[src/rtl/fxp_sched_pkg.sv]
// Shared constants for the fixed-point op scheduler: ALU opcodes, FSM states, default widths.
package fxp_sched_pkg;

    localparam int DATA_W_DEF = 16;
    localparam int FRAC_W_DEF = 8;
    localparam int TAG_W_DEF  = 2;

    localparam logic [1:0] OP_ADD = 2'd0;
    localparam logic [1:0] OP_SUB = 2'd1;
    localparam logic [1:0] OP_MUL = 2'd2;
    localparam logic [1:0] OP_RSV = 2'd3;

    typedef enum logic [1:0] {
        S_IDLE = 2'd0,
        S_EXEC = 2'd1,
        S_RESP = 2'd2
    } state_t;

endpackage

[src/rtl/fxp_rr_arbiter.sv]
// Two-way round-robin arbiter: a lone requester always wins, contention alternates via last grant.
// Purely combinational; grant_valid only while enabled.
module fxp_rr_arbiter (
    input  logic [1:0] i_valid,
    input  logic       i_last_grant,
    input  logic       i_enable,
    output logic       o_grant,
    output logic       o_grant_vld
);

    always_comb begin
        o_grant = 1'b0;
        if (i_valid == 2'b11) begin
            o_grant = ~i_last_grant;
        end else if (i_valid[1]) begin
            o_grant = 1'b1;
        end
    end

    assign o_grant_vld = i_enable && (|i_valid);

endmodule

[src/rtl/fxp_op_scheduler.sv]
// Shares one external sign-magnitude ALU between two requesters; result returned 2 cycles after accept.
// Optional FXP_SCHED_STATS_EN adds per-requester saturating response counters stat_cnt0/stat_cnt1.
module fxp_op_scheduler
    import fxp_sched_pkg::*;
#(
    parameter int DATA_W = DATA_W_DEF,
    parameter int FRAC_W = FRAC_W_DEF,
    parameter int TAG_W  = TAG_W_DEF
) (
    input  logic              clk,
    input  logic              reset,
    input  logic              req0_valid,
    output logic              req0_ready,
    input  logic [1:0]        req0_op,
    input  logic [DATA_W-1:0] req0_a,
    input  logic [DATA_W-1:0] req0_b,
    input  logic [TAG_W-1:0]  req0_tag,
    input  logic              req1_valid,
    output logic              req1_ready,
    input  logic [1:0]        req1_op,
    input  logic [DATA_W-1:0] req1_a,
    input  logic [DATA_W-1:0] req1_b,
    input  logic [TAG_W-1:0]  req1_tag,
    output logic [1:0]        alu_op,
    output logic [DATA_W-1:0] alu_a,
    output logic [DATA_W-1:0] alu_b,
    input  logic [DATA_W-1:0] alu_dout,
    output logic              rsp_valid,
    input  logic              rsp_ready,
    output logic [DATA_W-1:0] rsp_data,
    output logic              rsp_src,
    output logic [TAG_W-1:0]  rsp_tag,
    output logic              rsp_err
`ifdef FXP_SCHED_STATS_EN
    ,
    output logic [15:0]       stat_cnt0,
    output logic [15:0]       stat_cnt1
`endif
);

    state_t              r_state;
    state_t              w_state_nxt;
    logic                r_last_grant;
    logic [1:0]          r_alu_op;
    logic [DATA_W-1:0]   r_alu_a;
    logic [DATA_W-1:0]   r_alu_b;
    logic                r_src;
    logic [TAG_W-1:0]    r_tag;
    logic                r_rsp_valid;
    logic [DATA_W-1:0]   r_rsp_data;
    logic                r_rsp_src;
    logic [TAG_W-1:0]    r_rsp_tag;
    logic                r_rsp_err;
    logic                w_arb_en;
    logic                w_grant;
    logic                w_grant_vld;
    logic                w_unused_frac;

    // Fraction position only matters inside the ALU.
    assign w_unused_frac = (FRAC_W > 0);

    // Reset masks the arbiter so no ready is seen during the reset cycle.
    assign w_arb_en = (r_state == S_IDLE) && !reset;

    fxp_rr_arbiter u_arb (
        .i_valid      ({req1_valid, req0_valid}),
        .i_last_grant (r_last_grant),
        .i_enable     (w_arb_en),
        .o_grant      (w_grant),
        .o_grant_vld  (w_grant_vld)
    );

    assign req0_ready = w_grant_vld && !w_grant;
    assign req1_ready = w_grant_vld &&  w_grant;

    always_comb begin
        w_state_nxt = r_state;
        case (r_state)
            S_IDLE:  if (w_grant_vld) w_state_nxt = S_EXEC;
            S_EXEC:  w_state_nxt = S_RESP;
            S_RESP:  if (rsp_ready) w_state_nxt = S_IDLE;
            default: w_state_nxt = S_IDLE;
        endcase
    end

    always_ff @(posedge clk) begin
        if (reset) begin
            r_state      <= S_IDLE;
            r_last_grant <= 1'b1;
            r_alu_op     <= '0;
            r_alu_a      <= '0;
            r_alu_b      <= '0;
            r_src        <= 1'b0;
            r_tag        <= '0;
            r_rsp_valid  <= 1'b0;
            r_rsp_data   <= '0;
            r_rsp_src    <= 1'b0;
            r_rsp_tag    <= '0;
            r_rsp_err    <= 1'b0;
        end else begin
            r_state <= w_state_nxt;
            if (w_grant_vld) begin
                r_last_grant <= w_grant;
                r_src        <= w_grant;
                r_alu_op     <= w_grant ? req1_op  : req0_op;
                r_alu_a      <= w_grant ? req1_a   : req0_a;
                r_alu_b      <= w_grant ? req1_b   : req0_b;
                r_tag        <= w_grant ? req1_tag : req0_tag;
            end
            if (r_state == S_EXEC) begin
                r_rsp_valid <= 1'b1;
                r_rsp_data  <= (r_alu_op == OP_RSV) ? '0 : alu_dout;
                r_rsp_err   <= (r_alu_op == OP_RSV);
                r_rsp_src   <= r_src;
                r_rsp_tag   <= r_tag;
            end
            if ((r_state == S_RESP) && rsp_ready) begin
                r_rsp_valid <= 1'b0;
            end
        end
    end

    assign alu_op    = r_alu_op;
    assign alu_a     = r_alu_a;
    assign alu_b     = r_alu_b;
    assign rsp_valid = r_rsp_valid;
    assign rsp_data  = r_rsp_data;
    assign rsp_src   = r_rsp_src;
    assign rsp_tag   = r_rsp_tag;
    assign rsp_err   = r_rsp_err;

`ifdef FXP_SCHED_STATS_EN
    logic [15:0] r_stat_cnt0;
    logic [15:0] r_stat_cnt1;
    logic        w_rsp_hs;

    assign w_rsp_hs = r_rsp_valid && rsp_ready;

    always_ff @(posedge clk) begin
        if (reset) begin
            r_stat_cnt0 <= '0;
            r_stat_cnt1 <= '0;
        end else if (w_rsp_hs) begin
            if (!r_rsp_src && (r_stat_cnt0 != 16'hFFFF)) r_stat_cnt0 <= r_stat_cnt0 + 16'd1;
            if ( r_rsp_src && (r_stat_cnt1 != 16'hFFFF)) r_stat_cnt1 <= r_stat_cnt1 + 16'd1;
        end
    end

    assign stat_cnt0 = r_stat_cnt0;
    assign stat_cnt1 = r_stat_cnt1;
`endif

endmodule
[config.mk]
export PLATFORM = sky130hd
export DESIGN_NAME = fxp_op_scheduler
export DESIGN_NICKNAME = d
export VERILOG_FILES = /design/src/rtl/fxp_sched_pkg.sv /design/src/rtl/fxp_rr_arbiter.sv /design/src/rtl/fxp_op_scheduler.sv
export SDC_FILE = /design/constraint.sdc
export NUM_CORES = 1
export LEC_CHECK = 0
export ABC_AREA = 0
export BUFFER_PORTS_ARGS = -buffer_cell sky130_fd_sc_hd__buf_2
export CAP_MARGIN = 10
export CORE_MARGIN = 2
export CORE_UTILIZATION = 44
export CTS_BUF_LIST = sky130_fd_sc_hd__clkbuf_8
export CTS_CLUSTER_DIAMETER = 100
export DETAILED_ROUTE_END_ITERATION = 8
export PLACE_DENSITY = 0.9
export SKIP_CTS_REPAIR_TIMING = 1
export SYNTH_ARGS = -nofsm -noshare
export SYNTH_HDL_FRONTEND = slang
export SYNTH_SLANG_ARGS = --single-unit
[constraint.sdc]
create_clock -name clk -period 2 [get_ports clk]
set_input_delay 0.4 -clock clk [delete_from_list [all_inputs] [get_ports clk]]
set_output_delay 0.4 -clock clk [all_outputs]
set_load 0.05 [all_outputs]
==> results.tsv <==
metric	value	unit
grt_util_all_layers	21.7	%
die_w	78.3	um
worstHoldEndpoint	alu_op[0]	
drcViolationCount	0	
max_stage_delay	430	ps
drive_above_1_share	42.3	%
worstSetupStartpoint	r_state[1]	
cts_sinks	61	
whs_path_depth	2	
required	1600	ps
clk_latency	330	ps
syn_area	0.00243	mm2
outcome	finished, final reports clean	
r2r_slack	300	ps
hold_slack	287	ps
cellPowerDensity	993	mW/mm2
dieHeight	78.3	um
clkPwrFrac	34.0	%
synth_top_area_share	50.3	%
antenna_cells	0	
swShare	33.3	%
gr-total-overflow	0	
reg2regPathDepth	4	
gp_congestion	0.762	
critPathMaxFanout	4	
grt_max_degree	39	
vias_per_cell	5.25	
hp-start	req1_op[0]	
max_freq	520	MHz
async_reset_ff_share	0	%
pwr-share-seq	40.7	%
wl_per_cell	13.3	um
power.total	3.43	mW
critPathLaunchType	flip-flop	
clk_pin_slew	70	ps
syn-num-nets	370	
cts_tree	yes	
netlist_instances	277	
cts_buffer_depth	2	
comb_power_share	25.3	%
synthTopCellsByArea	dfxtp_1 50%, a221o_1 15%, nand2_1 9.1%	
ys_seq_area_share	50.3	%
area_delta_synth_final	42.2	%
setup_viol	0	
worstSetupPathType	reg2out	
vias	2597	
path_cells	or3_4, nor3b_4, clkbuf_4	
worstMarginPinSlew	709	ps
p_int	2.29	mW
timing.slew.headroom	52.7	%
numCtsBuffers	9	
placedCellCount	479	
hpwl	4550	um
drtPass1Iterations	4	
cap_violations	0	
ioPinCount	150	
holdCritPathClass	in2reg	
slew_violations	0	
grt_pass1_vias	2375	
synth-edff-count	0	
rsz0062_at_grt	no	
peakVddDrop	489	uV
cts_root_buf	clkbuf_8	
htreeDepth	3	
drtIter0Drc	153	
final.setup_skew	7.16	ps
yosysTopAreaCell	dfxtp_1	
grt_pass1_wl	10500	um
core_area	0.00541	mm2
end_kind	primary output	
final_cell_count_no_fill	495	
yosys_warnings	0	
r2r_start	r_state[1]	
dieArea	0.00613	mm2
slowest_stage	or3_4	
r2r-end	alu_a[12]	
postRouteWirelength	6560	um
num_rows	27	
p_leak	1.67	nW
synthFlopType	dfxtp_1	
start_util	44.9	%
hold_viol	0	
ant_nets	0	
io_buffers	149	
finalSetupTns	0	ps
fin_crit_sh	96.2	%
syn_area_per_cell	8.76	um2
synthDistinctLibCells	23	
arrival	1520	ps
antenna_found_initial	0	
synth.ff_latch_count	61	
fin_nets	511	
net-switching-power	1.14	mW
final.min_clock_period	1920	ps
-- layout make-up --
cell class	count	area, um2
Inverter	2	7.51
Clock inverter	7	91.3
Tap cell	72	90.1
Fill cell	463	1950
Sequential cell	61	1220
Multi-Input combinational cell	185	1090
Clock buffer	9	124
Timing Repair Buffer	159	830
-- worst max path at each step --
| stage | to | slack [ps] | depth (start not counted) |
|---|---|---|---|
| 2_1_floorplan | req0_ready | -160 | 6 |
| 3_3_place_gp | req1_ready | 50 | 4 |
| 3_5_place_dp | alu_a[12] | 40 | 5 |
| 4_1_cts | req1_ready | -120 | 3 |
| 5_1_grt | req1_ready | 10 | 3 |
| 6_report | req0_ready | 80 | 3 |
-- per-stage QoR --
step | area (um2) | setup WS (ps) | utilization, %
global route | 3450 | 13.4 | 63.8
floorplan | 2470 | -162 | -
CTS | 3440 | -117 | 63.6
global placement | 3220 | 47.6 | 59.6
detailed placement | 3220 | 41.8 | 59.6
finish | 3450 | 75.2 | 63.8
-- critical path, delay by kind of cell, from the launching register on --
family | cells | cell delay, ps
buffers and inverters | 1 | 250
DFF | 1 | 310
and+or+nand+nor | 2 | 630
-- registers in the layout (all words and copies together) (netlist names) --
register,flops
r_last_grant,1
alu_op,2
rsp_err,1
alu_a,16
r_tag,2
rsp_valid,1
rsp_data,16
r_state,2
r_src,1
rsp_src,1
alu_b,16
rsp_tag,2
-- cells by family (layout without fill, tap and decap cells) --
| group | Yosys count | after routing | share of synthesized area, % |
|---|---|---|---|
| simple gates | 123 | 123 | 22.8 |
| buf+inv | 31 | 177 | 5.67 |
| flops | 61 | 61 | 50.3 |
| compound gates | 62 | 62 | 21.2 |
-- metal layers --
metal,wire length [um],track usage [%],vias to the layer above
li1,-,-,1298
met4,89,9.12,0
met2,3250,39.6,110
met3,538,5.40,10
met5,0,0,-
met1,2690,24.0,1179
-- cells in the mapped netlist, types with 2 or more instances --
cell and number:
nor3_1 36, buf_2 5, o21ai_0 2, clkbuf_1 22, buf_6 2, nand2_1 59, nor2_1 4, a221o_1 36
nand3_1 16, inv_1 2, nor2b_1 2, dfxtp_1 61, a21oi_1 20
-- power groups by stage --
stage	combinational, mW	sequential [mW]	clock [mW]
after CTS	0.867	1.39	1.19
after floorplan	0.279	1.76	0
after global placement	0.851	1.42	0
after global routing	0.923	1.40	1.25
after detailed placement	0.867	1.41	0
final	0.868	1.39	1.17
-- cells in the final DEF, fill, tap and decap left out, drive strengths merged, types with 2 or more instances in the layout --
| cell type | count |
|---|---|
| nand2 | 59 |
| nor2b | 2 |
| clkbuf | 10 |
| nor3 | 36 |
| nor2 | 4 |
| buf | 158 |
| o21ai | 2 |
| bufinv | 2 |
| a221o | 36 |
| or3b | 2 |
| nand3 | 16 |
| clkinvlp | 3 |
| a211oi | 2 |
| a21oi | 20 |
| dfxtp | 61 |
| inv | 3 |
Power figures use the tool's default switching activity.
